[config.mk]
export PLATFORM = sky130hd
export DESIGN_NAME = lsu_seq
export DESIGN_NICKNAME = d
export VERILOG_FILES = /design/src/rtl/lsu_pkg.sv /design/src/rtl/lsu_watchdog.sv /design/src/rtl/lsu_seq.sv
export SDC_FILE = /design/constraint.sdc
export NUM_CORES = 1
export LEC_CHECK = 0
export BUFFER_PORTS_ARGS = -buffer_cell sky130_fd_sc_hd__buf_2
export CORE_MARGIN = 3
export CORE_UTILIZATION = 45
export DETAILED_ROUTE_END_ITERATION = 7
export PLACE_DENSITY = 0.69
export REMOVE_ABC_BUFFERS = 1
export SYNTH_ARGS = -nofsm -noshare
export SYNTH_HDL_FRONTEND = slang
export SYNTH_HIERARCHICAL = 1
export SYNTH_SLANG_ARGS = --single-unit
export TNS_END_PERCENT = 5
[constraint.sdc]
create_clock -name clk -period 6.65 [get_ports clk]
set_input_delay 0.665 -clock clk [delete_from_list [all_inputs] [get_ports clk]]
set_output_delay 0.665 -clock clk [all_outputs]
set_load 0.02 [all_outputs]
[src/rtl/lsu_pkg.sv]
// Shared types and constants for the load/store sequencer.
package lsu_pkg;

    localparam int ADDR_W = 14;
    localparam int DATA_W = 16;
    localparam int BYTE_W = 8;

    // Operation encoding as presented by the execute stage.
    typedef enum logic [1:0] {
        OP_LBU = 2'b00,
        OP_LB  = 2'b01,
        OP_LW  = 2'b10,
        OP_SW  = 2'b11
    } lsu_op_e;

    typedef enum logic [2:0] {
        ST_IDLE   = 3'd0,
        ST_REQ_LO = 3'd1,
        ST_GAP    = 3'd2,
        ST_REQ_HI = 3'd3,
        ST_DONE   = 3'd4
    } lsu_state_e;

    // Builds write-back data from the captured bytes: zero-extend for LBU,
    // sign-extend for LB, little-endian assembly for LW.
    function automatic logic [DATA_W-1:0] wb_format(input lsu_op_e op,
                                                    input logic [BYTE_W-1:0] lo,
                                                    input logic [BYTE_W-1:0] hi);
        logic [DATA_W-1:0] d;
        case (op)
            OP_LB:   d = {{BYTE_W{lo[BYTE_W-1]}}, lo};
            OP_LW:   d = {hi, lo};
            default: d = {{BYTE_W{1'b0}}, lo};
        endcase
        return d;
    endfunction

endpackage

[src/rtl/lsu_watchdog.sv]
// Strobe watchdog: counts cycles spent waiting on the memory interface and
// flags the terminal cycle so the sequencer can abort.
module lsu_watchdog
    import lsu_pkg::*;
#(
    parameter int TIMEOUT = 64
) (
    input  logic clk,
    input  logic reset_n,
    input  logic clear,
    input  logic enable,
    output logic expire
);

    logic [7:0] count;

    // Count is zero on the first strobe cycle and advances while the strobe waits.
    always_ff @(posedge clk) begin
        if (!reset_n) begin
            count <= 8'd0;
        end else if (clear) begin
            count <= 8'd0;
        end else if (enable) begin
            count <= count + 8'd1;
        end
    end

    assign expire = enable && (count == 8'(TIMEOUT - 1));

endmodule

[src/rtl/lsu_seq.sv]
// Load/store sequencer in front of the byte-wide memory interface. Byte loads
// take one access, 16-bit loads take two byte accesses separated by an idle
// cycle, 16-bit stores take one access.
//
// Request handshake: a request transfers on a rising edge where req_valid and
// req_ready are both high; req_ready is high only while idle, and the req_*
// fields are only looked at on that transfer edge.
module lsu_seq
    import lsu_pkg::*;
#(
    parameter int TIMEOUT = 64,
    parameter int RD_W    = 4
) (
    input  logic              clk,
    input  logic              reset_n,
    input  logic              req_valid,
    output logic              req_ready,
    input  logic [1:0]        req_op,
    input  logic [ADDR_W-1:0] req_addr,
    input  logic [DATA_W-1:0] req_wdata,
    input  logic [RD_W-1:0]   req_rd,
    output logic              mem_store,
    output logic              mem_load,
    output logic [DATA_W-1:0] mem_result,
    output logic [ADDR_W-1:0] mem_addr,
    input  logic              mem_done,
    input  logic [BYTE_W-1:0] mem_rdata,
    output logic              wb_valid,
    output logic [RD_W-1:0]   wb_rd,
    output logic [DATA_W-1:0] wb_data,
    output logic              st_done,
    output logic              err_timeout,
    output logic              busy,
    output lsu_state_e        dbg_state
);

    lsu_state_e        state, state_n;
    lsu_op_e           op_q, op_n;
    logic [ADDR_W-1:0] addr_q, addr_n;
    logic [DATA_W-1:0] wdata_q, wdata_n;
    logic [RD_W-1:0]   rd_q, rd_n;
    logic [BYTE_W-1:0] lo_q, lo_n, hi_q, hi_n;
    logic              abort;
    logic              in_req;
    logic              expire;
    logic              accept;

    assign in_req    = (state == ST_REQ_LO) || (state == ST_REQ_HI);
    assign accept    = (state == ST_IDLE) && req_valid && req_ready;
    assign dbg_state = state;

    lsu_watchdog #(.TIMEOUT(TIMEOUT)) u_watchdog (
        .clk     (clk),
        .reset_n (reset_n),
        .clear   (!in_req),
        .enable  (in_req),
        .expire  (expire)
    );

    // Next state and next latched request/byte values; mem_done beats expire.
    always_comb begin
        state_n = state;
        op_n    = op_q;
        addr_n  = addr_q;
        wdata_n = wdata_q;
        rd_n    = rd_q;
        lo_n    = lo_q;
        hi_n    = hi_q;
        abort   = 1'b0;
        case (state)
            ST_IDLE: begin
                if (accept) begin
                    state_n = ST_REQ_LO;
                    op_n    = lsu_op_e'(req_op);
                    addr_n  = req_addr;
                    wdata_n = req_wdata;
                    rd_n    = req_rd;
                    lo_n    = '0;
                    hi_n    = '0;
                end
            end
            ST_REQ_LO: begin
                if (mem_done) begin
                    if (op_q != OP_SW) lo_n = mem_rdata;
                    state_n = (op_q == OP_LW) ? ST_GAP : ST_DONE;
                end else if (expire) begin
                    state_n = ST_IDLE;
                    abort   = 1'b1;
                end
            end
            ST_GAP: begin
                state_n = ST_REQ_HI;
            end
            ST_REQ_HI: begin
                if (mem_done) begin
                    hi_n    = mem_rdata;
                    state_n = ST_DONE;
                end else if (expire) begin
                    state_n = ST_IDLE;
                    abort   = 1'b1;
                end
            end
            ST_DONE: begin
                state_n = ST_IDLE;
            end
            default: begin
                state_n = ST_IDLE;
            end
        endcase
    end

    // State, latched request and all outputs, registered from the next state.
    always_ff @(posedge clk) begin
        if (!reset_n) begin
            state       <= ST_IDLE;
            op_q        <= OP_LBU;
            addr_q      <= '0;
            wdata_q     <= '0;
            rd_q        <= '0;
            lo_q        <= '0;
            hi_q        <= '0;
            req_ready   <= 1'b0;
            busy        <= 1'b0;
            mem_load    <= 1'b0;
            mem_store   <= 1'b0;
            mem_addr    <= '0;
            mem_result  <= '0;
            wb_valid    <= 1'b0;
            wb_rd       <= '0;
            wb_data     <= '0;
            st_done     <= 1'b0;
            err_timeout <= 1'b0;
        end else begin
            state       <= state_n;
            op_q        <= op_n;
            addr_q      <= addr_n;
            wdata_q     <= wdata_n;
            rd_q        <= rd_n;
            lo_q        <= lo_n;
            hi_q        <= hi_n;
            req_ready   <= (state_n == ST_IDLE);
            busy        <= (state_n != ST_IDLE);
            mem_load    <= ((state_n == ST_REQ_LO) && (op_n != OP_SW)) ||
                           (state_n == ST_REQ_HI);
            mem_store   <= (state_n == ST_REQ_LO) && (op_n == OP_SW);
            mem_addr    <= (state_n == ST_REQ_LO) ? addr_n :
                           (state_n == ST_REQ_HI) ? addr_n + ADDR_W'(1) : '0;
            mem_result  <= ((state_n == ST_REQ_LO) && (op_n == OP_SW)) ? wdata_n : '0;
            wb_valid    <= (state_n == ST_DONE) && (op_n != OP_SW);
            wb_rd       <= ((state_n == ST_DONE) && (op_n != OP_SW)) ? rd_n : '0;
            wb_data     <= ((state_n == ST_DONE) && (op_n != OP_SW)) ?
                           wb_format(op_n, lo_n, hi_n) : '0;
            st_done     <= (state_n == ST_DONE) && (op_n == OP_SW);
            err_timeout <= abort;
        end
    end

endmodule

# == Yosys cells after proc, flatten, opt, wreduce, memory -nomap -nowiden ==
# Index checks and enable logic that the tools add are counted.
# totals
ff_bits,120
mem_count,0
romBits,0
mem_bits_rw,0
output_inout_bits,60
latchBits,0
# op_classes
reduce_logical,17
n_eq_ne,13
bitwise,2
mul,0
addsub,2
div_mod_pow,0
n_lt_le_gt_ge,0
muxes,25
shifts,0
# ops
op,n
$mux W14,4
$mux W8,5
$mux W16,2
$pmux W16 S2,1
$pmux W8 S2,2
$mux W3,5
$add A14 B1 Y14 const B,1
$pmux W3 S4,1
$eq A3 B2 Y1 const B,3
$add A8 B1 Y8 const B,1
$eq A8 B6 Y1 const B,1
$mux W4,2
$logic_and A1 B1 Y1,7
$eq A2 B2 Y1 const B,3
$eq A3 B1 Y1 const B,2
$logic_not A3 Y1,2
$reduce_and A2 Y1,3
$mux W2,2
$ne A2 B2 Y1 const B,2
$eq A3 B3 Y1 const B,1
$reduce_bool A3 Y1,1
$reduce_or A3 Y1,1
$eq A2 B1 Y1 const B,1
$logic_or A1 B1 Y1,2
3 further kinds,4

# == Logic depth before layout (Yosys ltp) ==
# Gate-level depths: netlist of run 1.
# depth
ltp_word,9
mapped_depth,13

# == Hierarchy ==
# Netlist of run 1, hierarchy kept.
# by_module_without_submodules
module,n_inst,area_each_um2,cells_per_inst
lsu_seq,1,4033.9,410
lsu_watchdog,1,351.6,39

# == Worst setup path before layout of run 1 ==
# OpenSTA, ideal clock, no wires.
# synth_timing
path_type,input to register
start,input req_valid
end,register wb_data[10]
arrival_time_ns,2.730
required_time_ns,6.580
path_slack_ns,3.850
n_path_buf,2
path_stages,9
path_cell_list,nand4bb_1 -> nor2_1 -> buf_2 -> mux2i_1 -> inv_1 -> ha_1 -> or3_1 -> buf_1 -> a21oi_1
# synth_via
elab_chain_len,7
elab_cells_between_ends,17
classes_between,4 x eq/ne; 9 x mux; 4 x reduce/logical
# synth_rtl
element,line_no,source
"start, declared",lsu_seq.sv:16,"input logic req_valid,"
$logic_and A1 B1 Y1 (*) (2 in series),lsu_seq.sv:49,assign accept = (state == ST_IDLE) && req_valid && req_ready;
$mux W2 (*),lsu_seq.sv:72,if (accept) begin
$mux W2 (*),lsu_seq.sv:70,case (state)
net op_n[0],lsu_seq.sv:38,"lsu_op_e op_q, op_n;"
$ne A2 B2 Y1,lsu_seq.sv:151,wb_data <= ((state_n == ST_DONE) && (op_n != OP_SW)) ?
$logic_and A1 B1 Y1,lsu_seq.sv:151,
$reduce_and A2 Y1 (no line),-,
"end signal, assigned",lsu_seq.sv:151,
"end, declared",lsu_seq.sv:30,"output logic [DATA_W-1:0] wb_data,"
# The timed path passes the listed nets; every way through them passes the cells marked *.
# A chain may end at the register's enable or synchronous reset.

# == Worst setup path in the final report of run 1 ==
# layout_timing
start,"register state[0], in the netlist dbg_state[0]"
end,register mem_result[8]
# layout_via
elab_chain_len,9
elab_cells_between_ends,21
classes_between,5 x eq/ne; 9 x mux; 7 x reduce/logical
# layout_rtl
element,line_no,source
"start, declared",lsu_seq.sv:37,"lsu_state_e state, state_n;"
"start signal, assigned",lsu_seq.sv:134,state <= state_n;
$eq A3 B1 Y1 or $eq A3 B2 Y1 (tied branches),lsu_seq.sv:48,assign in_req = (state == ST_REQ_LO) || (state == ST_REQ_HI);
$logic_or A1 B1 Y1 (*),lsu_seq.sv:48,
net in_req,lsu_seq.sv:44,logic in_req;
$logic_and A1 B1 Y1 (*),lsu_watchdog.sv:28,assign expire = enable && (count == 8'(TIMEOUT - 1));
net expire,lsu_seq.sv:45,logic expire;
$mux W3 (*),"lsu_seq.sv:86, lsu_seq.sv:98",
$mux W3 (on tied branches),"lsu_seq.sv:95, lsu_seq.sv:83",
$pmux W3 S4 (*),lsu_seq.sv:70,
$eq A3 B1 Y1 (*),lsu_seq.sv:148,mem_result <= ((state_n == ST_REQ_LO) && (op_n == OP_SW)) ? wdata_n : '0;
$logic_and A1 B1 Y1 (*),lsu_seq.sv:148,
$reduce_and A2 Y1 (no line) (*),-,
"end signal, assigned",lsu_seq.sv:148,
"end, declared",lsu_seq.sv:24,"output logic [DATA_W-1:0] mem_result,"
# Marked as above.

==> results.ini, run 1 <==
[clock_network]
htree_levels = 4
postCtsSetupBuffers = 0
cts_tree = done
cts_hold_buf = 0
cts_buffer_depth = 2
root_buffer = clkbuf_8
clock_sinks = 120
clk_pin_slew_worst_paths_ps = 60
post_cts_resize_count = 0
clk_latency_ps = 520
cts_inserted_buffers = 17

[timing]
tns_ps = 0
whs_ps = 399
finalCritPeriodShare_pct = 52.1
fin_ws_ps = 3190
max_freq_mhz = 289
fin_worst_skew_ps = 6.79
setup_viol = 0
worstMarginPinSlew_ps = 849
fin_crit_ps = 3460
rsz0062_at_grt = no
maxSlewViolCount = 0
hold_viol = 0
slew_headroom_pct = 43.4

[power_and_ir_drop]
ir_drop_mv = 0.216
leakage_nw = 2.59
cellPowerDensity_nw_per_um2 = 380
totalPowerFinal_mw = 2.14

[global_route]
grt_overflow = 0
grt_pass1_wl_um = 17100
grt_usage_pct = 19.6
grt_max_degree = 47
grt_pass1_vias = 3559
antenna_found_initial = 0

[worst_setup_path]
cp.required_ps = 7020
critPathLaunch = dbg_state[0]
worstPathMaxFanout = 17
cpPeakStageDelay_ps = 530
crit_chain = inv_1, nor2_1, nand4_1, nor4_1, o21a_1, a211oi_1, nand2_1, inv_1, nand3_1, nor2_1
end_kind = flop
critical_path.slowest_cell = nand3_1
worstPathArrival_ps = 3840
worstSetupPathType = flop to flop
r2r-start = dbg_state[0]
worst_setup_path_start_kind = flop

[final_layout]
utilization_pct = 60.1
final_cell_area_um2 = 5630
multi_input_area_um2 = 1830
nNetsFinal = 608
final_cells = 697
drive_above_1_share_pct = 26.4
area_growth_pct = 28.4
final-seq-area_um2 = 2400
num-fill-cells = 862
antennaDiodeCount = 0

[placement]
numPlacedInstances = 665
place_area_um2 = 5010
gp_congestion = 0.925
io_buffers = 107
dp_slack_ps = 3250
hpwl_um = 7010

[synth]
synthCells = 449
avgSynthCellArea_um2 = 9.77
ys_ff_latch = 120
synth_area_leaders = dfxtp_1 (55%), mux2i_1 (8.4%), nor2_1 (7.4%), a21oi_1 (2.3%), and2_1 (1.9%)
synthArstFlopShare_pct = 0
yosysUniqueCellTypes = 51
yosysTopAreaCell = dfxtp_1
synth-seq-area-share_pct = 54.8
yosysTopAreaCellShare_pct = 54.8
ys_warn_count = 6
synthFlopType = dfxtp_1
synth_edf_count = 0
synth_area_um2 = 4390

[floorplan]
core_um2 = 9370
die-width_um = 105
initial_core_util_pct = 46.8
fp.dieH_um = 105
fp-row-count = 35
dieArea_um2 = 11000
ioPinCount = 108

[outcome]
status = completed

[run]
cap_violations = 0

[drt]
wl_per_cell_um = 14.7
dr.pass1.iters = 5
routed-via-count = 3559
drc = 0
post_drt_via_cell_ratio = 5.11
drt_iter0_markers = 181
final_antenna_net_count = 0
drt_wl_total_um = 10200

[min_path]
worst_hold_path_type = primary input to flop
hp-start = req_wdata[9]

## routing by layer
layer / global-route usage (%) / vias to the layer above / wire, um
met5: 0 / - / 0
met2: 30.8 / 122 / 4860
met4: 8.43 / 0 / 162
met3: 7.04 / 15 / 717
met1: 24.3 / 1642 / 4490
li1: - / 1780 / -
## sequential cells by signal, indices dropped and copies added, names as in the netlist, 8 cells and up
| signal | cells |
|---|---|
| wb_data | 16 |
| hi_q | 8 |
| mem_addr | 14 |
| wdata_q | 16 |
| mem_result | 16 |
| lo_q | 8 |
| addr_q | 14 |
| u_watchdog/count | 8 |
## placed cells by master, fill, tap and decap left out, types with 3 or more instances in the layout
cell type,n
inv_6,3
ha_1,5
a22oi_1,10
inv_1,12
nor3_1,5
a21o_1,4
nor4_1,4
buf_2,107
nand3_1,8
bufinv_16,4
xor2_1,4
mux2i_1,37
clkbuf_16,16
and2_1,13
nand2_1,20
or3_1,3
o21ai_0,5
nand4_1,10
nand2b_1,3
xnor2_1,4
dfxtp_1,120
clkinv_4,3
a22o_1,9
nor2_1,87
and3_1,7
o211ai_1,3
a21oi_1,20
buf_4,3
a211oi_1,3
## cells in the mapped netlist, types with 2 or more instances
cell type	instances
dfxtp_1	120
nor2_1	87
mux2i_1	37
a21oi_1	20
nand2_1	20
and2_1	13
clkbuf_1	13
inv_1	12
a22oi_1	10
nand4_1	10
a22o_1	9
nand3_1	8
and3_1	7
ha_1	5
nor3_1	5
o21ai_0	5
a21o_1	4
buf_1	4
buf_2	4
nor4_1	4
xnor2_1	4
xor2_1	4
a211oi_1	3
nand2b_1	3
o211ai_1	3
or3_1	3
a21boi_0	2
a222oi_1	2
a311o_1	2
a31o_2	2
buf_4	2
nand4bb_1	2
o31a_1	2
## cell type report
type,count,area share [%]
Sequential cell,120,42.7
Multi-Input combinational cell,292,32.5
Timing Repair Buffer,110,9.91
Clock buffer,19,7.67
Clock inverter,13,3.42
Tap cell,129,2.87
Inverter,14,0.933
## power breakdown
group          total (mW)  internal (mW)  leakage, nW  switching (mW)
Clock               0.956          0.623        0.299           0.334
Combinational       0.371          0.138         1.32           0.234
Sequential          0.810          0.776        0.970          0.0340
## critical path, delay by kind of cell, from the launching register on
kind / cells / cell delay (ps)
flops: 1 / 480
simple gates: 6 / 2290
buf+inv: 2 / 260
compound gates: 2 / 280
## path summary, 6_finish.rpt
path	slack (ps)	end	depth (start not counted)
setup / recovery	3190	mem_result[8]	10
setup reg to reg	3190	mem_result[8]	10
hold / removal	400	wdata_q[9]	3
hold reg to reg	490	rd_q[3]	2
## logic make-up after synthesis
kind of cell / count (synthesis) / share of synthesized area, %
multiplexers: 38 / 8.70
AO/OA/AOI/OAI: 72 / 11.9
flip-flops: 120 / 54.8
adder cells (fa/ha/maj): 5 / 1.43
XOR/XNOR: 8 / 1.60
AND/OR/NAND/NOR: 169 / 18.2
buffers and inverters: 37 / 3.45
(Power assumes the default switching activity.)
==> inputs of run 2 (changes only) <==
==> constraint.sdc (replaced) <==
create_clock -name clk -period 3.2 [get_ports clk]
set_input_delay 0.32 -clock clk [delete_from_list [all_inputs] [get_ports clk]]
set_output_delay 0.32 -clock clk [all_outputs]
set_load 0.02 [all_outputs]
==> run 2 against run 1 <==
Net effect: clock skew grew 3.1 ps; count of clock-buffer cells in the layout is the same; cell count grew 0.72%; worst hold slack lost 330 ps; register-to-register slack lost 2800 ps; die area is the same; combinational power grew 120%; largest cell class unchanged.
==> results.ini, run 2 (synthesis results as in run 1) <==
[placement]
numPlacedInstances = 670
gp_congestion = 0.889
io_buffers = 107
hpwl_um = 7010

[timing]
rsz0062_at_grt = no
fin_crit_ps = 2830
finalCritPeriodShare_pct = 88.4
worstMarginPinSlew_ps = 859
tns_ps = 0
fin_worst_skew_ps = 9.88
setup_viol = 0
hold_viol = 0
max_freq_mhz = 353
maxSlewViolCount = 0
slew_headroom_pct = 42.7

[floorplan]
die-width_um = 105
fp-row-count = 35
initial_core_util_pct = 46.8
dieArea_um2 = 11000
ioPinCount = 108
core_um2 = 9370
fp.dieH_um = 105

[clock_network]
cts_tree = done
cts_buffer_depth = 2
clk_latency_ps = 500
clk_pin_slew_worst_paths_ps = 60
root_buffer = clkbuf_8
cts_inserted_buffers = 17
post_cts_resize_count = 0
postCtsSetupBuffers = 0
cts_hold_buf = 0
clock_sinks = 120
htree_levels = 4

[worst_setup_path]
critical_path.slowest_cell = a221oi_2
worst_setup_path_start_kind = flop
reg2reg_slack_ps = 370
rr_endpoint = mem_addr[4]
worstPathMaxFanout = 10
r2r-start = dbg_state[0]
worstPathArrival_ps = 3240
cpPeakStageDelay_ps = 530
r2r_cells = 10
crit_chain = inv_1, nor2_1, buf_4, nand4_1, nor4_1, o21a_1, a211oi_1, a221oi_2, nand2b_1, a221oi_1
cp.required_ps = 3610
end_kind = flop
worstSetupPathType = flop to flop

[drt]
routed-via-count = 3610
dr.pass1.iters = 5
final_antenna_net_count = 0
drt_iter0_markers = 246
drc = 0
drt_wl_total_um = 10200
wl_per_cell_um = 14.6
post_drt_via_cell_ratio = 5.14

[run]
cap_violations = 0

[power_and_ir_drop]
ir_drop_mv = 0.398
cellPowerDensity_nw_per_um2 = 764
leakage_nw = 2.58

[global_route]
antenna_found_initial = 0
grt_pass1_wl_um = 16600
grt_usage_pct = 18.9
grt_pass1_vias = 3425
grt_overflow = 0
grt_max_degree = 47

[final_layout]
layout_common_cells = dfxtp_1 (120), buf_2 (107), nor2_1 (87)
area_growth_pct = 28.2
reg_top3 = mem_result x16, wb_data x16, wdata_q x16
nNetsFinal = 613
antennaDiodeCount = 0
mostFrequentLayoutCell = dfxtp_1
final_cells = 702
num-fill-cells = 859
drive_above_1_share_pct = 27.1

[min_path]
worst_hold_path_type = primary input to flop
whs_endpoint = rd_q[2]
hold_depth = 3
hp-start = req_rd[2]

[outcome]
status = completed

==> run 2: cell types whose count changed in the layout (fill, tap and decap cells not counted), sizes merged <==
cell	previous run	this run
clkinv	5	6
buf	110	115
clkinvlp	2	3
bufinv	4	2
==> run 2: how the worst max path moves through the flow <==
stage	from	end	slack, ps	cells after the start
after floorplan	dbg_state[1]	mem_addr[4]	-150	9
after global placement	dbg_state[2]	mem_addr[13]	570	10
after detailed placement	dbg_state[0]	mem_addr[4]	470	10
after CTS	dbg_state[0]	mem_addr[4]	430	10
after global routing	dbg_state[0]	mem_addr[4]	100	10
final	dbg_state[0]	mem_addr[4]	370	10
==> run 2: power breakdown <==
group / internal, mW / switching, mW / total (mW)
Sequential: 1.61 / 0.0693 / 1.68
Clock: 1.13 / 0.676 / 1.81
Combinational: 0.303 / 0.499 / 0.802
==> run 2: final cells by class <==
class / count / area [um^2] / area share (%)
sequential: 120 / 2400 / 42.7
timing repair buffer: 115 / 596 / 10.6
clock inverter: 13 / 145 / 2.58
tap: 129 / 161 / 2.87
clock buffer: 19 / 432 / 7.68
multi-input combinational: 292 / 1830 / 32.6
inverter: 14 / 52.6 / 0.935
==> run 2: layer usage <==
layer	vias up	routed length (um)	global-route usage, %
met5	-	0	0
met4	0	155	7.50
met3	16	594	5.50
met2	109	4800	29.7
met1	1703	4670	24.4
li1	1782	-	-
==> run 2: stage by stage <==
stage                     worst slack, ps  cell area (um^2)  hold slack, ps  total power, mW  utilization [%]
after CTS                             433              5620            51.2             4.33             60.0
final                                 370              5620            73.6             4.30             60.0
after detailed placement              468              5040             482             2.51             53.8
after global routing                 98.7              5620            86.5             4.51             60.0
after global placement                568              5040             469             2.49             53.8
after floorplan                      -154              4290             397             2.25                -
==> run 2: worst max-delay path: cells and delay by family, from the launching register on <==
kind / cells / cell delay, ps
flops: 1 / 480
simple gates: 4 / 860
buf+inv: 2 / 290
compound gates: 4 / 1110
